### config.mk
export PLATFORM = sky130hd
export DESIGN_NAME = rat_io_responder_flat
export DESIGN_NICKNAME = d
export VERILOG_FILES = /design/src/rtl/rat_io_responder_if.sv /design/src/rtl/rat_io_responder.sv /design/src/flat_wrapper.sv
export SDC_FILE = /design/constraint.sdc
export NUM_CORES = 1
export LEC_CHECK = 0
export ABC_AREA = 1
export BUFFER_PORTS_ARGS = -buffer_cell sky130_fd_sc_hd__buf_2
export CAP_MARGIN = 5
export CORE_ASPECT_RATIO = 0.8
export CORE_MARGIN = 2
export CORE_UTILIZATION = 59
export CTS_CLUSTER_SIZE = 24
export DETAILED_ROUTE_END_ITERATION = 6
export GPL_ROUTABILITY_DRIVEN = 0
export PLACE_DENSITY = 0.82
export REMOVE_ABC_BUFFERS = 1
export SYNTH_ARGS = -nofsm -noshare
export SYNTH_HDL_FRONTEND = slang
export SYNTH_SLANG_ARGS = --single-unit
### constraint.sdc
create_clock -name CLK -period 2.3 [get_ports CLK]
set_input_delay 0.115 -clock CLK [delete_from_list [all_inputs] [get_ports CLK]]
set_output_delay 0.115 -clock CLK [all_outputs]
set_load 0.01 [all_outputs]
### src/rtl/rat_io_responder_if.sv
// RAT MCU port bus: address, write data and strobe from the MCU,
// read data back from the peripheral.
interface rat_io_responder_if;
    logic [7:0] PORT_ID;
    logic [7:0] OUT_PORT;
    logic       IO_STRB;
    logic [7:0] IN_PORT;

    modport master (
        output PORT_ID,
        output OUT_PORT,
        output IO_STRB,
        input  IN_PORT
    );

    modport slave (
        input  PORT_ID,
        input  OUT_PORT,
        input  IO_STRB,
        output IN_PORT
    );
endinterface

### src/rtl/rat_io_responder.sv
// Peripheral responder for the RAT MCU port bus: LED / seven-segment
// registers, synchronized switches, debounced buttons with latched
// press events and a masked level interrupt.
module rat_io_responder #(
    parameter int unsigned DB_CYCLES = 250000
) (
    input  logic                      CLK,
    input  logic                      RESET,
    rat_io_responder_if.slave         bus,
    input  logic [7:0]                SWITCHES,
    input  logic [3:0]                BUTTONS,
    output logic [7:0]                LEDS,
    output logic [7:0]                SSEG_VAL,
    output logic                      INT_CU
);
    localparam int unsigned DB_W = $clog2(DB_CYCLES) + 1;
    localparam logic [DB_W-1:0] DB_LAST = DB_W'(DB_CYCLES - 1);

    localparam logic [7:0] ADDR_SW     = 8'h20;
    localparam logic [7:0] ADDR_STATUS = 8'h24;
    localparam logic [7:0] ADDR_EVENT  = 8'h25;
    localparam logic [7:0] ADDR_MASK   = 8'h26;
    localparam logic [7:0] ADDR_LEDS   = 8'h40;
    localparam logic [7:0] ADDR_SSEG   = 8'h81;

    logic [7:0]      r_sw_s1, r_sw_s2;
    logic [3:0]      r_btn_s1, r_btn_s2;
    logic [DB_W-1:0] r_cnt [4];
    logic [3:0]      r_status;
    logic [3:0]      r_ev;
    logic [3:0]      r_mask;
    logic [7:0]      r_leds;
    logic [7:0]      r_sseg;
    logic            r_int;

    logic [3:0]      w_rise;
    logic [3:0]      w_clr;
    logic            w_wr_ev, w_wr_mask, w_wr_leds, w_wr_sseg;

    // Two-flop synchronizers for switches and buttons
    always_ff @(posedge CLK or negedge RESET) begin
        if (!RESET) begin
            r_sw_s1  <= '0;
            r_sw_s2  <= '0;
            r_btn_s1 <= '0;
            r_btn_s2 <= '0;
        end else begin
            r_sw_s1  <= SWITCHES;
            r_sw_s2  <= r_sw_s1;
            r_btn_s1 <= BUTTONS;
            r_btn_s2 <= r_btn_s1;
        end
    end

    // Per-button debounce: status follows sync only after DB_CYCLES stable cycles
    always_ff @(posedge CLK or negedge RESET) begin
        if (!RESET) begin
            r_status <= '0;
            for (int unsigned i = 0; i < 4; i++) begin
                r_cnt[i] <= '0;
            end
        end else begin
            for (int unsigned i = 0; i < 4; i++) begin
                if (r_btn_s2[i] == r_status[i]) begin
                    r_cnt[i] <= '0;
                end else if (r_cnt[i] == DB_LAST) begin
                    r_status[i] <= r_btn_s2[i];
                    r_cnt[i]    <= '0;
                end else begin
                    r_cnt[i] <= r_cnt[i] + DB_W'(1);
                end
            end
        end
    end

    // Press detection (status about to go 0->1) and write decode
    always_comb begin
        w_rise = '0;
        for (int unsigned i = 0; i < 4; i++) begin
            w_rise[i] = ~r_status[i] & r_btn_s2[i] & (r_cnt[i] == DB_LAST);
        end
        w_wr_ev   = bus.IO_STRB && (bus.PORT_ID == ADDR_EVENT);
        w_wr_mask = bus.IO_STRB && (bus.PORT_ID == ADDR_MASK);
        w_wr_leds = bus.IO_STRB && (bus.PORT_ID == ADDR_LEDS);
        w_wr_sseg = bus.IO_STRB && (bus.PORT_ID == ADDR_SSEG);
        w_clr     = w_wr_ev ? bus.OUT_PORT[3:0] : '0;
    end

    // Writable registers, event latch (set wins over clear) and interrupt
    always_ff @(posedge CLK or negedge RESET) begin
        if (!RESET) begin
            r_leds <= '0;
            r_sseg <= '0;
            r_mask <= '0;
            r_ev   <= '0;
            r_int  <= 1'b0;
        end else begin
            if (w_wr_leds) r_leds <= bus.OUT_PORT;
            if (w_wr_sseg) r_sseg <= bus.OUT_PORT;
            if (w_wr_mask) r_mask <= bus.OUT_PORT[3:0];
            r_ev  <= (r_ev & ~w_clr) | w_rise;
            r_int <= |(r_ev & r_mask);
        end
    end

    // Zero-latency read mux of registered state
    always_comb begin
        case (bus.PORT_ID)
            ADDR_SW:     bus.IN_PORT = r_sw_s2;
            ADDR_STATUS: bus.IN_PORT = {4'b0000, r_status};
            ADDR_EVENT:  bus.IN_PORT = {4'b0000, r_ev};
            ADDR_MASK:   bus.IN_PORT = {4'b0000, r_mask};
            ADDR_LEDS:   bus.IN_PORT = r_leds;
            ADDR_SSEG:   bus.IN_PORT = r_sseg;
            default:     bus.IN_PORT = '0;
        endcase
    end

    assign LEDS     = r_leds;
    assign SSEG_VAL = r_sseg;
    assign INT_CU   = r_int;
endmodule
### src/flat_wrapper.sv
// flat-port wrapper written by rule: the top's interface ports become plain ports
module rat_io_responder_flat 
#(
    parameter int unsigned DB_CYCLES = 250000
)
  (CLK, RESET, SWITCHES, BUTTONS, LEDS, SSEG_VAL, INT_CU, bus_PORT_ID, bus_OUT_PORT, bus_IO_STRB, bus_IN_PORT);
  rat_io_responder_if bus_i ();
  input  logic CLK;
  input  logic RESET;
  input  logic [7:0] SWITCHES;
  input  logic [3:0] BUTTONS;
  output logic [7:0] LEDS;
  output logic [7:0] SSEG_VAL;
  output logic INT_CU;
  input wire logic [$bits(bus_i.PORT_ID)-1:0] bus_PORT_ID;
  input wire logic [$bits(bus_i.OUT_PORT)-1:0] bus_OUT_PORT;
  input wire logic [$bits(bus_i.IO_STRB)-1:0] bus_IO_STRB;
  output wire logic [$bits(bus_i.IN_PORT)-1:0] bus_IN_PORT;
  assign bus_i.PORT_ID = bus_PORT_ID;
  assign bus_i.OUT_PORT = bus_OUT_PORT;
  assign bus_i.IO_STRB = bus_IO_STRB;
  assign bus_IN_PORT = bus_i.IN_PORT;
  rat_io_responder #(.DB_CYCLES(DB_CYCLES)) u_core (.CLK(CLK), .RESET(RESET), .bus(bus_i), .SWITCHES(SWITCHES), .BUTTONS(BUTTONS), .LEDS(LEDS), .SSEG_VAL(SSEG_VAL), .INT_CU(INT_CU));
endmodule
Word-level counts from Yosys, hierarchy flattened
Index checks and enable logic that the tools add are counted.
{"block": "totals", "register_bits": 129, "elab_cells": 74, "out_inout_bits": 25, "inputBits": 31}
{"block": "op_classes", "n_bitwise": 20, "n_reduce_logical": 9, "add_sub_neg": 4, "n_mux": 10, "eq_ne": 14}
{"operator": "19-bit 2-to-1 mux", "n": 8}
{"operator": "19-bit by 1-bit adder with 19-bit output (second input constant)", "n": 4}
{"operator": "19-bit by 18-bit == test with 1-bit output (second input constant)", "n": 4}
{"operator": "8-bit one-hot mux with 6 select lines", "n": 1}
{"operator": "8-bit by 6-bit == test with 1-bit output (second input constant)", "n": 4}
{"operator": "1-bit bitwise AND", "n": 8}
{"operator": "4-bit bitwise AND", "n": 2}
{"operator": "8-bit by 7-bit == test with 1-bit output (second input constant)", "n": 1}
{"operator": "8-bit == test (second input constant)", "n": 1}
{"operator": "1-bit inverter", "n": 8}
{"operator": "2-bit AND reduction", "n": 4}
{"operator": "1-bit == test", "n": 4}
{"operator": "1-bit logical AND", "n": 4}
{"operator": "4-bit 2-to-1 mux", "n": 1}
{"operator": "4-bit inverter", "n": 1}
{"operator": "4-bit OR", "n": 1}
{"operator": "4-bit OR reduction", "n": 1}

Logic depth before layout (Yosys ltp)
{"block": "depth", "depth_word": 6, "depth_mapped": 9, "ltp_nobuf": 9}

Least setup slack after synthesis
No wires, ideal clock.
{"block": "synth_timing", "path_type": "register to register", "from": "register u_core.r_cnt[57] (netlist name)", "to": "register u_core.r_cnt[69] (netlist name)", "arrival_ns": 1.293, "setup_slack_ns": 0.883, "required_time_ns": 2.176, "synth_period_minus_slack_ns": 1.417, "path_stages_with_launch": 8, "setup_ns": 0.124, "n_path_buf": 0, "path_cell_list": "dfrtp_1 ha_1 inv_1 nor2_1 nand2_1 nor2_1 xor2_1 nor2_1"}
{"block": "synth_via", "elab_chain_cells": 3, "word_cells_on_any_way": 4, "classes_between": "add/sub (1); eq/ne (1); mux (2)"}
{"item": "start, declared", "line": "rat_io_responder.sv:28", "source": "logic [DB_W-1:0] r_cnt [4];"}
{"item": "start signal, assigned by index", "line": "rat_io_responder.sv:70", "source": "r_cnt[i] <= r_cnt[i] + DB_W'(1);"}
{"item": "19-bit by 1-bit adder with 19-bit output / 19-bit by 18-bit == test with 1-bit output (equally long branches)", "line": "rat_io_responder.sv:70, rat_io_responder.sv:66"}
{"item": "19-bit 2-to-1 mux (*)", "line": "rat_io_responder.sv:66", "source": "end else if (r_cnt[i] == DB_LAST) begin"}
{"item": "19-bit 2-to-1 mux (*)", "line": "rat_io_responder.sv:64", "source": "if (r_btn_s2[i] == r_status[i]) begin"}
Mark *: on every way between the ends. The rest lies on a longest branch, timed or not.
A chain may end at the register's enable or synchronous reset.

Worst setup path after layout
{"block": "layout_timing", "from": "register u_core.r_cnt[38] (netlist name)", "to": "register u_core.r_status[1]"}
{"block": "layout_via", "elab_chain_cells": 2}
{"item": "19-bit by 18-bit == test with 1-bit output", "line": "rat_io_responder.sv:66"}
{"item": "2-bit AND reduction (no line)"}
{"item": "end signal, assigned by index", "line": "rat_io_responder.sv:67", "source": "r_status[i] <= r_btn_s2[i];"}
{"item": "end, declared", "line": "rat_io_responder.sv:29", "source": "logic [3:0] r_status;"}
No other way between the ends.

==> impl_metrics.json <==
{
  "area_growth_pct": 19.5,
  "synth-seq-cells": 129,
  "vias": 6050,
  "setup-tns-final_ps": 0,
  "slew_headroom_pct": 65.9,
  "ys_top_cells_by_count": "215 x nor2_1, 212 x nand2_1, 129 x dfrtp_1",
  "maxSlewViolCount": 0,
  "slowest_delay_ps": 390,
  "regArea_sq_um": 3230,
  "tightestPinTransition_ps": 512,
  "outcome": "completed",
  "cp_num_buf_inv": 0,
  "critical_path.slowest_cell": "dfrtp_1",
  "finalClockSkew_ps": 8.89,
  "drtIter0Drc": 684,
  "place_area_sq_um": 7110,
  "nFillCells": 857,
  "synth_edf_count": 0,
  "htreeDepth": 4,
  "rows": 34,
  "coreArea_sq_um": 10900,
  "final_area_sq_um": 7950,
  "crit_path_max_fanout": 5,
  "wl_per_cell_um": 14.8,
  "async_flop_share_pct": 100,
  "final_util_pct": 72.7,
  "root_buffer": "clkbuf_16",
  "synth_area_leader_cell": "dfrtp_1",
  "avgSynthCellArea_sq_um": 7.50,
  "dp_hpwl_um": 11500,
  "hold_viol": 0,
  "path_clk_slew_ps": 60,
  "endpoint_kind": "flop",
  "final_antenna_net_count": 0,
  "syn-instance-count": 887,
  "maxCapViolCount": 0,
  "dp_cells": 1082,
  "first_global_vias": 5845,
  "drc_errors": 0,
  "power_mw": 5.56,
  "first_pass_iters": 5,
  "arrival_ps": 2090,
  "cts_num_sinks": 129,
  "timing.final.crit_share_pct": 77.3,
  "hold_path.class": "in2reg",
  "leakage_nw": 3.62,
  "cts_buffer_depth": 2,
  "overflow": 0,
  "setup-violations-final": 0,
  "min_period_ps": 1780,
  "fmax_mhz": 563,
  "rsz0062_at_grt": "no",
  "syn_area_sq_um": 6650,
  "instances_no_fill": 1134,
  "io_pins": 56,
  "start_kind": "flop",
  "crit_family": "simple AND/OR/NAND/NOR gates",
  "path_common_cell": "nand2_1",
  "synth.distinct_cells": 29,
  "clk_latency_ps": 430,
  "synth_top_area_share_pct": 48.5,
  "initial_core_util_pct": 60.8,
  "grt_max_degree": 57,
  "synthFlopType": "dfrtp_1",
  "critical_path.cell_chain": "ha_1 > nand2_1 > nor2_1 > nand3_1 > nor2_1 > nand3_1 > nand2_1 > nand2_1",
  "grtUsageTotal_pct": 29.9,
  "vias_per_cell": 5.34,
  "cts-buffers-inserted": 17,
  "synthTopCellsByArea": "dfrtp_1 49%, nor2_1 12%, nand2_1 12%, inv_1 6.2%, nand3_1 5.6%",
  "numPortBuffers": 55,
  "final_nets": 1017,
  "cp_data_required_time_ps": 2610,
  "dieArea_sq_um": 12100,
  "finalWirelength_um": 16800,
  "antenna_cells": 0,
  "grt_first_pass_wirelength_um": 27900,
  "ir_drop_uv": 559,
  "yosysWarnings": 0,
  "path_class": "reg2reg",
  "multi_input_area_sq_um": 2960,
  "drive_above_1_share_pct": 11.0,
  "ys_seq_area_share_pct": 48.5,
  "synth.most_common_cell": "nor2_1",
  "tritoncts": "built",
  "die_w_um": 123,
  "die_h_um": 99.0,
  "antenna_found_initial": 0,
  "power.density_nw_per_um2": 700
}
[layer usage]
layer	part of all wire, %	global-route usage, %
met1	45	42.2
met2	46	46.0
met3	7.4	6.83
met4	1.9	9.46
met5	0	0
[through the flow]
stage	setup WS [ps]	hold slack (ps)
after detailed placement	668	108
after global placement	708	107
after floorplan	883	-181
after global routing	364	88.9
final	523	78.3
after CTS	573	74.2
[cell usage in the layout, fill, tap and decap left out, types with 5 or more instances in the layout]
cell	synthesis	layout
buf_2	1	54
clkbuf_16	0	17
dfrtp_1	129	129
dlygate4sd3_1	0	21
ha_1	8	8
inv_1	110	110
nand2_1	212	212
nand3_1	75	75
nand4_1	8	8
nor2_1	215	215
nor2_2	5	5
nor3_1	10	10
o21ai_0	41	41
xnor2_1	9	9
xor2_1	25	25
[cell type report]
class / count / share of cell area [%]
well taps: 144 / 2.27
flip-flops and latches: 129 / 40.6
multi-input cells: 639 / 37.2
clock inverters: 12 / 2.30
inverters: 112 / 5.29
repair buffers: 79 / 6.62
clock buffers: 19 / 5.70
[timing repair]
item	in CTS	in global routing
gates resized for setup	0	0
hold endpoints to repair	78	0
buffers inserted	0	0
hold buffers	21	0
[kinds of logic after synthesis]
logic type	synth area share (%)
compound gates	4.98
xor+xnor	4.48
fa+ha+maj	1.50
buf+inv	6.96
flops	48.5
simple gates	33.5
[power by group]
part	leakage (nW)	total (mW)	internal, mW	switching [mW]
Clock	0.302	2.90	1.87	1.03
Sequential	1.68	2.38	2.34	0.0441
Combinational	1.64	0.283	0.104	0.179
[worst paths after layout]
path / cells past startpoint / slack (ps) / from / endpoint
min in group asynchronous: 2 / 210 / RESET / u_core.r_cnt[58]
worst min-delay path: 3 / 80 / bus_IO_STRB / u_core.LEDS[5]
max in group asynchronous: 3 / 1420 / RESET / u_core.r_cnt[38]
worst max-delay path: 8 / 520 / u_core.r_cnt[38] / u_core.r_status[1]
worst max register to register: 8 / 520 / u_core.r_cnt[38] / u_core.r_status[1]
worst min register to register: 0 / 350 / u_core.r_sw_s1[3] / u_core.r_sw_s2[3]
[sequential cells by signal, indices dropped and copies added (netlist names)]
register and count:
u_core.r_btn_s2 4, u_core.r_sw_s1 8, u_core.r_mask 4, u_core.r_sw_s2 8, u_core.r_ev 4, u_core.LEDS 8, u_core.r_btn_s1 4, u_core.INT_CU 1
u_core.SSEG_VAL 8, u_core.r_cnt 76, u_core.r_status 4
[worst reg2reg max path: stages (launching register included)]
cell,delay [ps]
dfrtp_1,390
ha_1,250
nand2_1,110
nor2_1,280
nand3_1,160
nor2_1,230
nand3_1,110
nand2_1,70
nand2_1,60
(Power assumes the default switching activity.)
